`src/rtl/z80_vector_int_ctrl.sv`:
```
// Z80 mode-2 vectored interrupt controller: eight prioritised sources, mask/pending/vector-base registers.
// Define INTCTL_EDGE_EN for edge-latched pending bits; the default build is level mode.
module z80_vector_int_ctrl #(
    parameter logic [7:0] INT_BASE_PORT = 8'hA0
) (
    input  logic       pll0_250MHz,
    input  logic       reset,
    input  logic [7:0] irqIn,
    input  logic       z80_m1_n,
    input  logic       z80_iorq_n,
    input  logic       z80_rd_n,
    input  logic       z80_wr_n,
    input  logic [7:0] cpuAdr,
    input  logic [7:0] cpuDataOut,
    output logic       z80_int_n,
    output logic [7:0] intsToCpu,
    output logic       intVectToCPU_cs
);

    typedef enum logic [1:0] {IDLE, REQ, ACK, SERVICE} stateT;

    stateT state, stateNext;

    logic [7:0] irqS1, irqS2;
    logic [3:0] strobeS1, strobeS2;
    logic       m1S, iorqS, rdS, wrS;
    logic       intaActive, iordActive, iowrActive;
    logic       intaPrev, iowrPrev;
    logic       intaFall, intaRise, iowrFall;

    logic [7:0] mask, pend, act;
    logic [3:0] vbaseHi;
    logic       isv;
    logic [2:0] insvc;

    logic       portHit;
    logic [1:0] regSel;
    logic       wrMask, wrVbase, eoiWr;
    logic       actAny, captureValid, ackTake;
    logic [2:0] winIdx;
    logic [7:0] vecSel, readMux;
    logic       intNNext;

    function automatic logic [2:0] lowestIdx(input logic [7:0] v);
        lowestIdx = 3'd0;
        for (int i = 7; i >= 0; i--)
            if (v[i]) lowestIdx = 3'(i);
    endfunction

    // Strobes are stored active-high after synchronisation: {m1, iorq, rd, wr}.
    // NOTE: sequential state uses non-blocking assignments so every flop samples pre-edge values.
    always_ff @(posedge pll0_250MHz) begin
        if (reset) begin
            irqS1    <= 8'h00;
            irqS2    <= 8'h00;
            strobeS1 <= 4'b0000;
            strobeS2 <= 4'b0000;
            intaPrev <= 1'b0;
            iowrPrev <= 1'b0;
        end else begin
            irqS1    <= irqIn;
            irqS2    <= irqS1;
            strobeS1 <= ~{z80_m1_n, z80_iorq_n, z80_rd_n, z80_wr_n};
            strobeS2 <= strobeS1;
            intaPrev <= intaActive;
            iowrPrev <= iowrActive;
        end
    end

    assign {m1S, iorqS, rdS, wrS} = strobeS2;
    assign intaActive = m1S & iorqS;
    assign iordActive = iorqS & rdS & ~m1S;
    assign iowrActive = iorqS & wrS & ~m1S;
    assign intaFall   = intaActive & ~intaPrev;
    assign intaRise   = ~intaActive & intaPrev;
    assign iowrFall   = iowrActive & ~iowrPrev;

    assign portHit = (cpuAdr[7:2] == INT_BASE_PORT[7:2]);
    assign regSel  = cpuAdr[1:0];
    assign wrMask  = iowrFall & portHit & (regSel == 2'd0);
    assign wrVbase = iowrFall & portHit & (regSel == 2'd2);
    assign eoiWr   = iowrFall & portHit & (regSel == 2'd3);

    assign act          = pend & mask;
    assign actAny       = |act;
    assign winIdx       = lowestIdx(act);
    assign captureValid = (state == REQ) && actAny;
    assign ackTake      = intaFall & captureValid;
    assign vecSel       = captureValid ? {vbaseHi, winIdx, 1'b0} : {vbaseHi, 3'b111, 1'b0};

`ifdef INTCTL_EDGE_EN
    logic [7:0] irqPrev, irqRise, w1cBits, ackBits;
    logic       wrPend;

    assign wrPend  = iowrFall & portHit & (regSel == 2'd1);
    assign irqRise = irqS2 & ~irqPrev;
    assign w1cBits = wrPend ? cpuDataOut : 8'h00;
    assign ackBits = ackTake ? (8'h01 << winIdx) : 8'h00;

    // Clears are applied before the OR so a same-clock new edge survives.
    always_ff @(posedge pll0_250MHz) begin
        if (reset) begin
            irqPrev <= 8'h00;
            pend    <= 8'h00;
        end else begin
            irqPrev <= irqS2;
            pend    <= (pend & ~w1cBits & ~ackBits) | irqRise;
        end
    end
`else
    always_ff @(posedge pll0_250MHz) begin
        if (reset) pend <= 8'h00;
        else       pend <= irqS2;
    end
`endif

    always_ff @(posedge pll0_250MHz) begin
        if (reset) begin
            mask    <= 8'h00;
            vbaseHi <= 4'h0;
            isv     <= 1'b0;
            insvc   <= 3'd0;
        end else begin
            if (wrMask)  mask    <= cpuDataOut;
            if (wrVbase) vbaseHi <= cpuDataOut[7:4];
            if (ackTake) begin
                isv   <= 1'b1;
                insvc <= winIdx;
            end else if (eoiWr && state == SERVICE) begin
                isv <= 1'b0;
            end
        end
    end

    // NOTE: every combinational output gets a default first so no path leaves it unassigned (no latch).
    always_comb begin
        readMux = 8'h00;
        case (regSel)
            2'd0: readMux = mask;
            2'd1: readMux = pend;
            2'd2: readMux = {vbaseHi, 4'h0};
            2'd3: readMux = {isv, 4'h0, insvc};
            default: readMux = 8'h00;
        endcase
    end

    // The vector is frozen at the INTA falling edge and held until the strobe ends.
    always_ff @(posedge pll0_250MHz) begin
        if (reset) begin
            intsToCpu       <= 8'h00;
            intVectToCPU_cs <= 1'b0;
        end else if (intaActive) begin
            if (intaFall) intsToCpu <= vecSel;
            intVectToCPU_cs <= 1'b1;
        end else if (iordActive && portHit) begin
            intsToCpu       <= readMux;
            intVectToCPU_cs <= 1'b1;
        end else begin
            intsToCpu       <= 8'h00;
            intVectToCPU_cs <= 1'b0;
        end
    end

    always_ff @(posedge pll0_250MHz) begin
        if (reset) state <= IDLE;
        else       state <= stateNext;
    end

    always_comb begin
        stateNext = state;
        case (state)
            IDLE:    if (actAny) stateNext = REQ;
            REQ:     if (intaFall) stateNext = ACK;
                     else if (!actAny) stateNext = IDLE;
            ACK:     if (intaRise) stateNext = isv ? SERVICE : IDLE;
            SERVICE: if (eoiWr) stateNext = IDLE;
            default: stateNext = IDLE;
        endcase
    end

    always_comb begin
        intNNext = (state != REQ);
    end

    always_ff @(posedge pll0_250MHz) begin
        if (reset) z80_int_n <= 1'b1;
        else       z80_int_n <= intNNext;
    end

endmodule
```
`config.mk`:
```
export PLATFORM = sky130hd
export DESIGN_NAME = z80_vector_int_ctrl
export DESIGN_NICKNAME = d
export VERILOG_FILES = /design/src/rtl/z80_vector_int_ctrl.sv
export SDC_FILE = /design/constraint.sdc
export NUM_CORES = 1
export LEC_CHECK = 0
export CAP_MARGIN = 20
export CORE_AREA = 2 2 100 102
export DETAILED_ROUTE_END_ITERATION = 8
export DIE_AREA = 0 0 102 104
export PLACE_DENSITY = 0.51
export SLEW_MARGIN = 20
export SYNTH_ARGS = -nofsm -noshare
export SYNTH_HDL_FRONTEND = slang
export SYNTH_SLANG_ARGS = --single-unit
export TNS_END_PERCENT = 10
```
`constraint.sdc`:
```
create_clock -name pll0_250MHz -period 2.3 [get_ports pll0_250MHz]
set_input_delay 0.23 -clock pll0_250MHz [delete_from_list [all_inputs] [get_ports pll0_250MHz]]
set_output_delay 0.23 -clock pll0_250MHz [all_outputs]
set_load 0.01 [all_outputs]
```
==> flow_summary_export.csv <==
group,metric,value,unit
critical_path,path_class,"in2reg",
grt,grt_use_total,10.1,%
timing,hold_slack,362,ps
critical_path,critPathMaxFanout,4,
critical_path,setup.worst_path.start_class,"input port",
timing,hold_violations,0,
die,die_y,104,µm
critical_path,required,2560,ps
grt,antenna_found_initial,0,
grt,grt-busiest-layer,"met2",
die,rows,36,
detailed_routing,drtIter0Drc,76,
timing,fin_setup_tns,0,ps
placement,io_buffers,39,
synth,syn_nets,270,
timing,slew_headroom,61.3,%
grt,grt_pass1_wl,8.28,mm
final_layout,fin_util,32.2,%
synth,synthTopCellsByArea,"dfxtp_1, nor2b_1, mux2i_1",
clocking,cts_sinks,62,
final_layout,design_area,0.00308,mm²
timing,setup_viol,0,
die,ios,40,
synth,synth_edf_count,0,
critical_path,slowest_delay,570,ps
synth,synth-main-ff-cell,"dfxtp_1",
clocking,clk_pin_slew,70,ps
synth,ys_types,34,
final_layout,fin_cells,425,
detailed_routing,num_vias,1756,
detailed_routing,wl,4.95,mm
final_layout,fill_cells,1025,
synth,ys_seq_area_share,53.4,%
die,die_area,0.0106,mm²
die,core_area,0.00955,mm²
power_and_ir_drop,power_density,674,mW/mm²
synth,syn-cell-area,0.00233,mm²
timing,rsz0062_at_grt,"no",
synth,ys_top_cells_by_count,"dfxtp_1, nor2b_1, nor2_1",
synth,ys_seq_elements,62,
final_layout,seqCellArea,0.00124,mm²
timing,period_share,82.6,%
synth,yosys.cell_count.top_type,"dfxtp_1",
timing,period_minus_slack,1900,ps
clocking,clkLatencyLatePin,340,ps
timing,clock_skew,9.82,ps
synth,async_flop_share,0,%
timing,fin_ws,401,ps
clocking,cts_tree,"yes",
power_and_ir_drop,ir_worst_vdd,0.000318,V
clocking,htree_levels,3,
grt,use_met3,4.30,%
critical_path,arrival,2160,ps
synth,avgSynthCellArea,9.69,µm²
detailed_routing,via_per_inst,4.13,
detailed_routing,drc,0,
grt,grt_util_met2,14.7,%
timing,max_freq,0.527,GHz
clocking,postCtsSetupRepairBufs,0,
clocking,cts_root_buffer,"clkbuf_8",
synth,synth_top_area_share,53.4,%
final_layout,num_antenna_cells,0,
final_layout,syn2layout_area_growth,32.3,%
timing,worst_pin_slew,578,ps
synth,yosys.area.top_type,"dfxtp_1",
power_and_ir_drop,power,2.07,mW
clocking,cts_resized,0,
placement,gp_congestion,0.852,
placement,post-place-ws,39.6,ps
final_layout,multi_input_area,0.00103,mm²
detailed_routing,wl_per_cell,11.6,µm
die,initial_core_util,24.4,%
clocking,clockBufferDepth,2,
synth,synthCells,240,
critical_path,path_cells,"clkdlybuf4s50_1 > or4b_4 > or3_1 > nor2_1 > a211oi_1 > nor3_1",
clocking,cts_buffers,9,
critical_path,cpMaxStageDelayCell,"or4b_4",
placement,dp.cells,409,
detailed_routing,firstDrtPassIters,4,
placement,dpl_cell_area,0.00289,mm²
timing,maxSlewViolCount,0,
critical_path,critPathCaptureType,"register",
power_and_ir_drop,leakage,1.17,nW
final_layout,drive_gt1_share,11.6,%
grt,grt_max_degree,31,
min_path,holdCritPathClass,"in2reg",
clocking,cts_hold_buffers,0,
job,drv_cap,0,
outcome,status,"finished clean",
grt,use_met1,13.7,%
detailed_routing,antenna_left,0,
grt,grt-ovfl-total,0,
placement,detailed_place_hpwl,3.70,mm
die,die_w,102,µm
grt,grt_pass1_vias,1677,
final_layout,nets,317,
synth,ys.warnings.count,0,
==> power breakdown <==
part	switching, mW	total (mW)	internal [mW]
logic	0.0429	0.110	0.0674
clock network	0.434	0.859	0.425
registers	0.00817	1.11	1.10
total	0.485	2.07	1.59
==> registers in the layout, indices dropped and copies added (netlist names) <==
signal and count:
pend 8, intsToCpu 8, z80_int_n 1, irqS1 8, strobeS1 4, state 2, vbaseHi 4, strobeS2 4
irqS2 8, iowrPrev 1, isv 1, insvc 3, intVectToCPU_cs 1, mask 8, intaPrev 1
==> logic make-up after synthesis <==
| logic type | Yosys count | synth area share (%) |
|---|---|---|
| simple gates | 104 | 23.5 |
| flops | 62 | 53.4 |
| buf+inv | 14 | 2.37 |
| compound gates | 39 | 11.0 |
| mux | 21 | 9.79 |
==> metal layers <==
| layer | up-vias | share of wire (%) |
|---|---|---|
| met5 | - | 0 |
| met4 | 0 | 1.4 |
| met3 | 7 | 5.0 |
| met2 | 44 | 44 |
| met1 | 782 | 49 |
| li1 | 923 | - |
==> cell usage in the layout (no fill, tap or decap), types with 3 or more instances in the layout <==
master,count
a221oi_1,3
o21ai_0,5
a22oi_1,8
a21oi_1,13
mux2i_1,16
buf_4,8
nand2_1,16
nor2b_1,32
clkinv_4,3
mux2_2,4
nand3_1,10
nand2b_1,3
inv_1,3
clkbuf_8,10
nor2_1,30
dfxtp_1,62
clkdlybuf4s50_1,38
nor3_1,4
==> worst paths after layout <==
kind,startpoint,to,slack [ps],cells after the start
worst max-delay path,cpuAdr[3],intsToCpu[3],400,6
worst min-delay path,reset,strobeS1[0],360,2
worst max register to register,state[1],isv,800,4
worst min register to register,irqS1[6],irqS2[6],440,1
==> cell type report <==
class | count | area share (%)
Clock buffer | 10 | 4.47
Clock inverter | 6 | 1.46
Inverter | 3 | 0.366
Multi-Input combinational cell | 164 | 33.5
Sequential cell | 62 | 40.3
Tap cell | 133 | 5.41
Timing Repair Buffer | 47 | 14.5
==> worst max-delay path: cells and delay by family <==
kind / cells / cell delay (ps)
simple gates: 4 / 1400
buf+inv: 1 / 400
compound gates: 1 / 130
No activity file was read; power rests on OpenSTA's default activity.
